## src/rtl/add_arb_pkg.sv

```systemverilog
// Shared constants and types for the two-requester shared-adder arbiter.
package add_arb_pkg;

    localparam int unsigned N = 16;

    typedef enum logic [1:0] {
        ST_IDLE = 2'd0,
        ST_ADD  = 2'd1,
        ST_HOLD = 2'd2
    } state_e;

    localparam logic ID_REQ0 = 1'b0;
    localparam logic ID_REQ1 = 1'b1;

    // Two's-complement overflow: like-signed operands yielding an opposite-signed sum.
    function automatic logic ovf_flag(input logic a_msb, input logic b_msb, input logic s_msb);
        return (a_msb == b_msb) && (s_msb != a_msb);
    endfunction

endpackage

```

## src/rtl/rca_16b.sv

```systemverilog
// 16-bit ripple-carry adder with carry-in and carry-out.
module rca_16b (
    input  logic [15:0] A,
    input  logic [15:0] B,
    input  logic        C_in,
    output logic [15:0] S,
    output logic        C_out
);

    logic [16:0] c;

    always_comb begin
        c    = '0;
        S    = '0;
        c[0] = C_in;
        for (int i = 0; i < 16; i++) begin
            S[i]     = A[i] ^ B[i] ^ c[i];
            c[i + 1] = (A[i] & B[i]) | (c[i] & (A[i] ^ B[i]));
        end
        C_out = c[16];
    end

endmodule

```

## src/rtl/add_arb_16b.sv

```systemverilog
// Round-robin arbiter that shares one 16-bit adder between two requesters and
// returns each result on a single valid/ready response channel.
module add_arb_16b
    import add_arb_pkg::*;
(
    input  logic         clk,
    input  logic         rst,
    input  logic         req0,
    input  logic [N-1:0] a0,
    input  logic [N-1:0] b0,
    output logic         ack0,
    input  logic         req1,
    input  logic [N-1:0] a1,
    input  logic [N-1:0] b1,
    output logic         ack1,
    output logic         rsp_valid,
    input  logic         rsp_ready,
    output logic         rsp_id,
    output logic [N-1:0] rsp_sum,
    output logic         rsp_cout,
    output logic         rsp_ovf
);

    state_e       state_q, state_d;
    logic [N-1:0] op_a_q, op_a_d;
    logic [N-1:0] op_b_q, op_b_d;
    logic         op_id_q, op_id_d;
    logic         last_gnt_q, last_gnt_d;
    logic         rsp_id_q, rsp_id_d;
    logic [N-1:0] rsp_sum_q, rsp_sum_d;
    logic         rsp_cout_q, rsp_cout_d;
    logic         rsp_ovf_q, rsp_ovf_d;

    logic         gnt_id;
    logic [N-1:0] add_sum;
    logic         add_cout;

    rca_16b u_rca (
        .A     (op_a_q),
        .B     (op_b_q),
        .C_in  (1'b0),
        .S     (add_sum),
        .C_out (add_cout)
    );

    always_comb begin
        state_d    = state_q;
        op_a_d     = op_a_q;
        op_b_d     = op_b_q;
        op_id_d    = op_id_q;
        last_gnt_d = last_gnt_q;
        rsp_id_d   = rsp_id_q;
        rsp_sum_d  = rsp_sum_q;
        rsp_cout_d = rsp_cout_q;
        rsp_ovf_d  = rsp_ovf_q;
        ack0       = 1'b0;
        ack1       = 1'b0;

        // On a tie the requester not served last time wins.
        if (req0 && req1) begin
            gnt_id = (last_gnt_q == ID_REQ0) ? ID_REQ1 : ID_REQ0;
        end else begin
            gnt_id = req1 ? ID_REQ1 : ID_REQ0;
        end

        case (state_q)
            ST_IDLE: begin
                if ((req0 || req1) && !rst) begin
                    ack0       = (gnt_id == ID_REQ0);
                    ack1       = (gnt_id == ID_REQ1);
                    op_a_d     = (gnt_id == ID_REQ1) ? a1 : a0;
                    op_b_d     = (gnt_id == ID_REQ1) ? b1 : b0;
                    op_id_d    = gnt_id;
                    last_gnt_d = gnt_id;
                    state_d    = ST_ADD;
                end
            end
            ST_ADD: begin
                rsp_id_d   = op_id_q;
                rsp_sum_d  = add_sum;
                rsp_cout_d = add_cout;
                rsp_ovf_d  = ovf_flag(op_a_q[N-1], op_b_q[N-1], add_sum[N-1]);
                state_d    = ST_HOLD;
            end
            ST_HOLD: begin
                if (rsp_ready) begin
                    state_d = ST_IDLE;
                end
            end
            default: state_d = ST_IDLE;
        endcase
    end

    always_ff @(posedge clk) begin
        if (rst) begin
            state_q    <= ST_IDLE;
            op_a_q     <= '0;
            op_b_q     <= '0;
            op_id_q    <= ID_REQ0;
            last_gnt_q <= ID_REQ1;
            rsp_id_q   <= 1'b0;
            rsp_sum_q  <= '0;
            rsp_cout_q <= 1'b0;
            rsp_ovf_q  <= 1'b0;
        end else begin
            state_q    <= state_d;
            op_a_q     <= op_a_d;
            op_b_q     <= op_b_d;
            op_id_q    <= op_id_d;
            last_gnt_q <= last_gnt_d;
            rsp_id_q   <= rsp_id_d;
            rsp_sum_q  <= rsp_sum_d;
            rsp_cout_q <= rsp_cout_d;
            rsp_ovf_q  <= rsp_ovf_d;
        end
    end

    assign rsp_valid = (state_q == ST_HOLD);
    assign rsp_id    = rsp_id_q;
    assign rsp_sum   = rsp_sum_q;
    assign rsp_cout  = rsp_cout_q;
    assign rsp_ovf   = rsp_ovf_q;

endmodule

```

## config.mk

```make
export PLATFORM = sky130hd
export DESIGN_NAME = add_arb_16b
export DESIGN_NICKNAME = d
export VERILOG_FILES = /design/src/rtl/add_arb_pkg.sv /design/src/rtl/rca_16b.sv /design/src/rtl/add_arb_16b.sv
export SDC_FILE = /design/constraint.sdc
export NUM_CORES = 1
export LEC_CHECK = 0
export CAP_MARGIN = 40
export CORE_MARGIN = 4
export CORE_UTILIZATION = 50
export DETAILED_ROUTE_END_ITERATION = 8
export PLACE_DENSITY = 0.94
export SLEW_MARGIN = 30
export SYNTH_ARGS = -nofsm -noshare
export SYNTH_HDL_FRONTEND = slang
export SYNTH_SLANG_ARGS = --single-unit
```

## constraint.sdc

```tcl
create_clock -name clk -period 16.41 [get_ports clk]
set_input_delay 1.641 -clock clk [delete_from_list [all_inputs] [get_ports clk]]
set_output_delay 1.641 -clock clk [all_outputs]
set_load 0.005 [all_outputs]
```

# After elaboration in Yosys (flattened, before gate mapping)
# Index checks and enable logic that the tools add are counted.
# word_totals
input_bits	69
output_inout_bits	22
elab_cells	113
ff_bits	55
# op_classes
n_bitwise	78
eq_ne	6
reduce_logical	8
mux	12
# ops
op	count
$mux W16	2
$and A1 B1 Y1	31
$xor A1 B1 Y1	31
$or A1 B1 Y1	15
$mux W1	7
$pmux W2 S3	1
$mux W2	2
$reduce_and A2 Y1	2
$logic_and A1 B1 Y1	3
$eq A2 B1 Y1 const B	1
$eq A2 B2 Y1 const B	1
$logic_not A2 Y1	1
$ne A2 B1 Y1 const B	1
$ne A2 B2 Y1 const B	1
$eq A1 B1 Y1	1
$logic_not A1 Y1	1
$logic_or A1 B1 Y1	1
$ne A1 B1 Y1	1
$not A1 Y1	1

# Logic depth before layout (Yosys ltp)
# logic_depth
word_depth	32
mapped_depth	22
mapped_depth_nobuf	22

# Cells and area by module
# Synthesis repeated with hierarchy kept, for this count alone.
# hier_totals
hier_cells	313
hier_area_um2	2867.8
# modules_own_cells
module	area_per_inst_um2	cells_each	instances	seq_area_each_um2
add_arb_16b	2509.9	287	1	1101.1
rca_16b	357.8	26	1	0.0

# Least setup slack after synthesis
# OpenSTA, ideal clock, no wires.
# synth_path
path_type	register -> register
startpoint	register op_a_q[0]
endpoint	register rsp_ovf_q, in the netlist rsp_ovf
path_slack_ps	9676
setup_ps	70
t_arrival_ps	6663
path_stages_with_launch	23
required_ps	16340
path_cell_list	dfxtp_1 ha_1 fa_1 fa_1 fa_1 fa_1 fa_1 fa_1 fa_1 fa_1 fa_1 fa_1 fa_1 fa_1 inv_1 fa_1 inv_1 fa_1 inv_1 fa_1 xor2_1 or3_1 a21oi_1
# synth_between
elab_chain_len	32
# synth_lines
item	line	source
from (decl)	add_arb_16b.sv:25	logic [N-1:0] op_a_q, op_a_d;
from (signal assigned)	add_arb_16b.sv:107	op_a_q <= op_a_d;
$and A1 B1 Y1 (2 in a row)	rca_16b.sv:18	c[i + 1] = (A[i] & B[i]) | (c[i] & (A[i] ^ B[i]));
$or A1 B1 Y1	rca_16b.sv:18	
$and A1 B1 Y1	rca_16b.sv:18	
$or A1 B1 Y1	rca_16b.sv:18	
$and A1 B1 Y1	rca_16b.sv:18	
$or A1 B1 Y1	rca_16b.sv:18	
$and A1 B1 Y1	rca_16b.sv:18	
$or A1 B1 Y1	rca_16b.sv:18	
(+15 left out)	n/a	
$or A1 B1 Y1	rca_16b.sv:18	
$and A1 B1 Y1	rca_16b.sv:18	
$or A1 B1 Y1	rca_16b.sv:18	
$and A1 B1 Y1	rca_16b.sv:18	
$or A1 B1 Y1	rca_16b.sv:18	
$xor A1 B1 Y1	rca_16b.sv:17	S[i] = A[i] ^ B[i] ^ c[i];
$ne A1 B1 Y1	add_arb_pkg.sv:17	return (a_msb == b_msb) && (s_msb != a_msb);
$logic_and A1 B1 Y1	add_arb_pkg.sv:17	
to (signal assigned)	add_arb_16b.sv:114	rsp_ovf_q <= rsp_ovf_d;
to (decl)	add_arb_16b.sv:32	logic rsp_ovf_q, rsp_ovf_d;
# Every way passes these cells.
# A chain may end at the register's enable or synchronous reset.

# Final worst setup path
# Ends and elaborated chain as after synthesis.

==> impl_metrics.tcl <==
set metrics [dict create \
    run_status "completed" \
    area_growth_syn_to_layout_pct 34.0 \
    detailroute.via_count 2513 \
    antenna_violations_before_repair 0 \
    initial_core_utilization_pct 51.3 \
    synth_area_um2 2830 \
    utilization_pct 68.7 \
    post-cts-setup-buffer-count 0 \
    ctsHoldBuffers 0 \
    finish.instance_area_um2 3780 \
    peakVddDrop_mv 0.0453 \
    total_buffers_and_inverters_traversed_by_the_critical_path 3 \
    power_density_nw_per_um2 86.2 \
    path_clk_slew_ns 0.10 \
    mostFrequentLayoutCell "sky130_fd_sc_hd__nand2_1" \
    critical_path_required_ns 16.65 \
    synth-compound-area-share_pct 26.7 \
    synth_seq_area_share_pct 39.0 \
    tightest_slew_ns 0.679 \
    drtAntennaViolNets 0 \
    detailed_place_hpwl_um 5360 \
    path_depth 22 \
    placement.io_buffers 90 \
    crit_path_start "op_a_q[0]$_SDFFE_PP0P_" \
    final_max_slew_viol_count 0 \
    final.min_clock_period_ns 7.18 \
    startpoint_type "register" \
    kind_of_cell_with_the_highest_combined_delay_on_the_critical_path "adder cells" \
    ios 91 \
    grt_overflow_total 0 \
    track_usage_pct 20.6 \
    globalRouteMet1Util_pct 25.5 \
    series_of_cell_instances_along_the_critical_path "ha_1 > fa_1 > fa_1 > fa_1 > fa_1 > fa_1 > fa_1 > fa_1 > fa_1 > fa_1 > fa_1 > fa_1 > fa_1 > inv_1 > fa_1 > inv_1 > fa_1 > inv_1 > fa_1 > xor2_1 > or3_1 > a21oi_1" \
    combinational_family_with_the_most_area_after_synthesis "compound AO/OA/AOI/OAI gates" \
    ys.warnings.count 0 \
    clk_path_buf_depth 2 \
    n_fill_cell 424 \
    muxShareOfSynthArea_pct 0 \
    inserted_diodes 0 \
    grt_busiest_layer "met2" \
    tritoncts "built" \
    power.leakage_nw 1.39 \
    min-delay-path-class "reg2reg" \
    finish.net_count 464 \
    fp-row-count 27 \
    drt_pre_antenna_iters 4 \
    met3_usage_pct 4.96 \
    detail_route.drc_violations 0 \
    number_of_vias_per_cell 5.58 \
    maximum_number_of_pins_on_one_net_before_global_route_repair 57 \
    reg2regPathDepth 22 \
    numClockSinks 55 \
    synthSimpleGateAreaFrac_pct 15.5 \
    timing.rr.end "rsp_ovf$_SDFFE_PP0N_" \
    fin_total_pwr_uw 326 \
    first_global_vias 2459 \
    synth_fp_nets 388 \
    final_hold_viol_count 0 \
    worst_skew_pair.late_latency_ns 0.31 \
    worst_slew_margin_rel_pct 54.8 \
    max_stage_delay_ns 0.44 \
    min_period_over_period_pct 43.7 \
    hold-path-endpoint "rsp_sum[9]$_SDFFE_PP0N_" \
    critical_path.most_common_cell "sky130_fd_sc_hd__fa_1" \
    gr-usage-met2_pct 35.4 \
    floorplan.die_area_um2 6920 \
    holdPathStages 2 \
    maxClockFrequency_mhz 139 \
    syn_avg_cell_area_um2 9.36 \
    worst-r2r-setup-slack_ns 9.23 \
    placeableCoreArea_um2 5510 \
    unrepaired_setup_endpoints_after_global_routing "false" \
    placed_cell_area_um2 3680 \
    criticalPathCategory "reg2reg" \
    gp_congestion 0.857 \
    arrival_ns 7.42 \
    fin_worst_hold_slack_ns 0.458 \
    worst_hold_startpoint "rsp_sum[9]$_SDFFE_PP0N_" \
    cts_made_buffers 5 \
    setup_viol_count_final 0 \
    drt_iter0_drc 176 \
    drive_above_1_share_pct 12.4 \
    share_of_the_synthesized_netlist_area_taken_by_xor_and_xnor_gates_pct 0.310 \
    wl_um 7090 \
    cts_root_buf "sky130_fd_sc_hd__clkbuf_8" \
    avgRoutedWirePerCell_um 15.8 \
    totalNegativeSetupSlack_ns 0 \
    maxCapViolations 0 \
    global_route_wire_length_before_repair_um 11600 \
    chipHeight_um 83.2 \
    count_of_different_cell_masters_after_synthesis 31 \
    yosys.area_share.adder_pct 11.5 \
    post_synth_inst_count 302 \
    cp-end-kind "register" \
    layout.cells.most_common_list "91 x sky130_fd_sc_hd__nand2_1, 89 x sky130_fd_sc_hd__clkdlybuf4s50_1, 55 x sky130_fd_sc_hd__dfxtp_1" \
    crit_fanout 2 \
    die-width_um 83.2 \
    cts_max_level 2 \
    critical_path.slowest_cell "sky130_fd_sc_hd__fa_1" \
    timing.clock.skew_ns 0.0109 \
    r2r_start "op_a_q[0]$_SDFFE_PP0P_" \
    postSynthRegisterBits 55 \
    ctsResizeCount 0 \
]
-- per-stage QoR --
step / worst slack [ns] / instances
2_1_floorplan: 9.68 / 302
3_5_place_dp: 9.31 / 443
6_report: 9.23 / 450
5_1_grt: 9.03 / 450
4_1_cts: 9.25 / 450
3_3_place_gp: 9.46 / 443
-- sequential cells by signal, summed over array words and instances, names as in the netlist --
signal / count
op_a_q: 16
op_b_q: 16
rsp_sum: 16
state_q: 2
last_gnt_q: 1
op_id_q: 1
rsp_cout: 1
rsp_id: 1
rsp_ovf: 1
-- cells in the mapped netlist --
library cell | count | share of area, %
sky130_fd_sc_hd__nand2_1 | 91 | 12
sky130_fd_sc_hd__dfxtp_1 | 55 | 39
sky130_fd_sc_hd__a21oi_1 | 36 | 6.4
sky130_fd_sc_hd__a311oi_2 | 19 | 10
sky130_fd_sc_hd__buf_2 | 15 | 2.7
sky130_fd_sc_hd__fa_1 | 15 | 11
sky130_fd_sc_hd__a21oi_2 | 10 | 3.1
sky130_fd_sc_hd__a311oi_1 | 9 | 2.8
sky130_fd_sc_hd__inv_1 | 8 | 1.1
sky130_fd_sc_hd__a211oi_1 | 7 | 1.9
sky130_fd_sc_hd__nor2_1 | 5 | 0.66
sky130_fd_sc_hd__a221oi_1 | 4 | 1.2
sky130_fd_sc_hd__buf_6 | 4 | 1.6
sky130_fd_sc_hd__clkbuf_1 | 3 | 0.40
sky130_fd_sc_hd__ha_1 | 2 | 0.89
sky130_fd_sc_hd__nand2b_1 | 2 | 0.44
sky130_fd_sc_hd__nor2b_1 | 2 | 0.44
sky130_fd_sc_hd__or3_1 | 2 | 0.44
sky130_fd_sc_hd__a211o_1 | 1 | 0.31
sky130_fd_sc_hd__a21bo_2 | 1 | 0.35
sky130_fd_sc_hd__a21boi_2 | 1 | 0.40
sky130_fd_sc_hd__buf_1 | 1 | 0.13
sky130_fd_sc_hd__buf_12 | 1 | 0.71
sky130_fd_sc_hd__buf_4 | 1 | 0.27
sky130_fd_sc_hd__inv_2 | 1 | 0.13
sky130_fd_sc_hd__nand2_4 | 1 | 0.40
sky130_fd_sc_hd__nand3_1 | 1 | 0.18
sky130_fd_sc_hd__nor3_4 | 1 | 0.58
sky130_fd_sc_hd__o21ai_0 | 1 | 0.18
sky130_fd_sc_hd__or2_4 | 1 | 0.31
sky130_fd_sc_hd__xor2_1 | 1 | 0.31
-- kinds of logic (layout without fill, tap and decap cells) --
| group | count (synthesis) | in the layout |
|---|---|---|
| AO/OA/AOI/OAI | 89 | 89 |
| XOR/XNOR | 1 | 1 |
| adder cells (fa/ha/maj) | 17 | 17 |
| buffers and inverters | 34 | 110 |
| flip-flops | 55 | 55 |
| AND/OR/NAND/NOR | 106 | 106 |
-- cell type report --
| class | count | area, um^2 | share of cell area [%] |
|---|---|---|---|
| clock inverter | 2 | 37.5 | 0.992 |
| timing repair buffer | 94 | 926 | 24.5 |
| tap | 72 | 90.1 | 2.38 |
| sequential | 55 | 1100 | 29.1 |
| clock buffer | 5 | 68.8 | 1.82 |
| inverter | 9 | 33.8 | 0.893 |
| multi-input combinational | 213 | 1530 | 40.4 |
-- where the power goes --
| group | total [mW] | internal, mW | switching [mW] |
|---|---|---|---|
| logic | 0.0830 | 0.0429 | 0.0401 |
| clock network | 0.0874 | 0.0446 | 0.0428 |
| registers | 0.156 | 0.146 | 0.0100 |
-- layer usage --
metal,part of all wire (%),vias up
met5,0,-
met4,2.5,0
met3,8.5,15
met2,49,110
met1,40,1191
li1,-,1197
-- worst max path at each step --
stage                                 endpoint  slack, ns
after detailed placement  rsp_ovf$_SDFFE_PP0N_       9.31
final                     rsp_ovf$_SDFFE_PP0N_       9.23
after global placement    rsp_ovf$_SDFFE_PP0N_       9.46
after floorplan           rsp_ovf$_SDFFE_PP0N_       9.68
after CTS                 rsp_ovf$_SDFFE_PP0N_       9.25
after global routing      rsp_ovf$_SDFFE_PP0N_       9.03
-- worst min-delay path, stage by stage, from the launching register on --
cell                      delay (ns)
sky130_fd_sc_hd__dfxtp_1        0.32
sky130_fd_sc_hd__nand2_1        0.05
sky130_fd_sc_hd__a21oi_1        0.05
No activity file was read; power rests on OpenSTA's default activity.
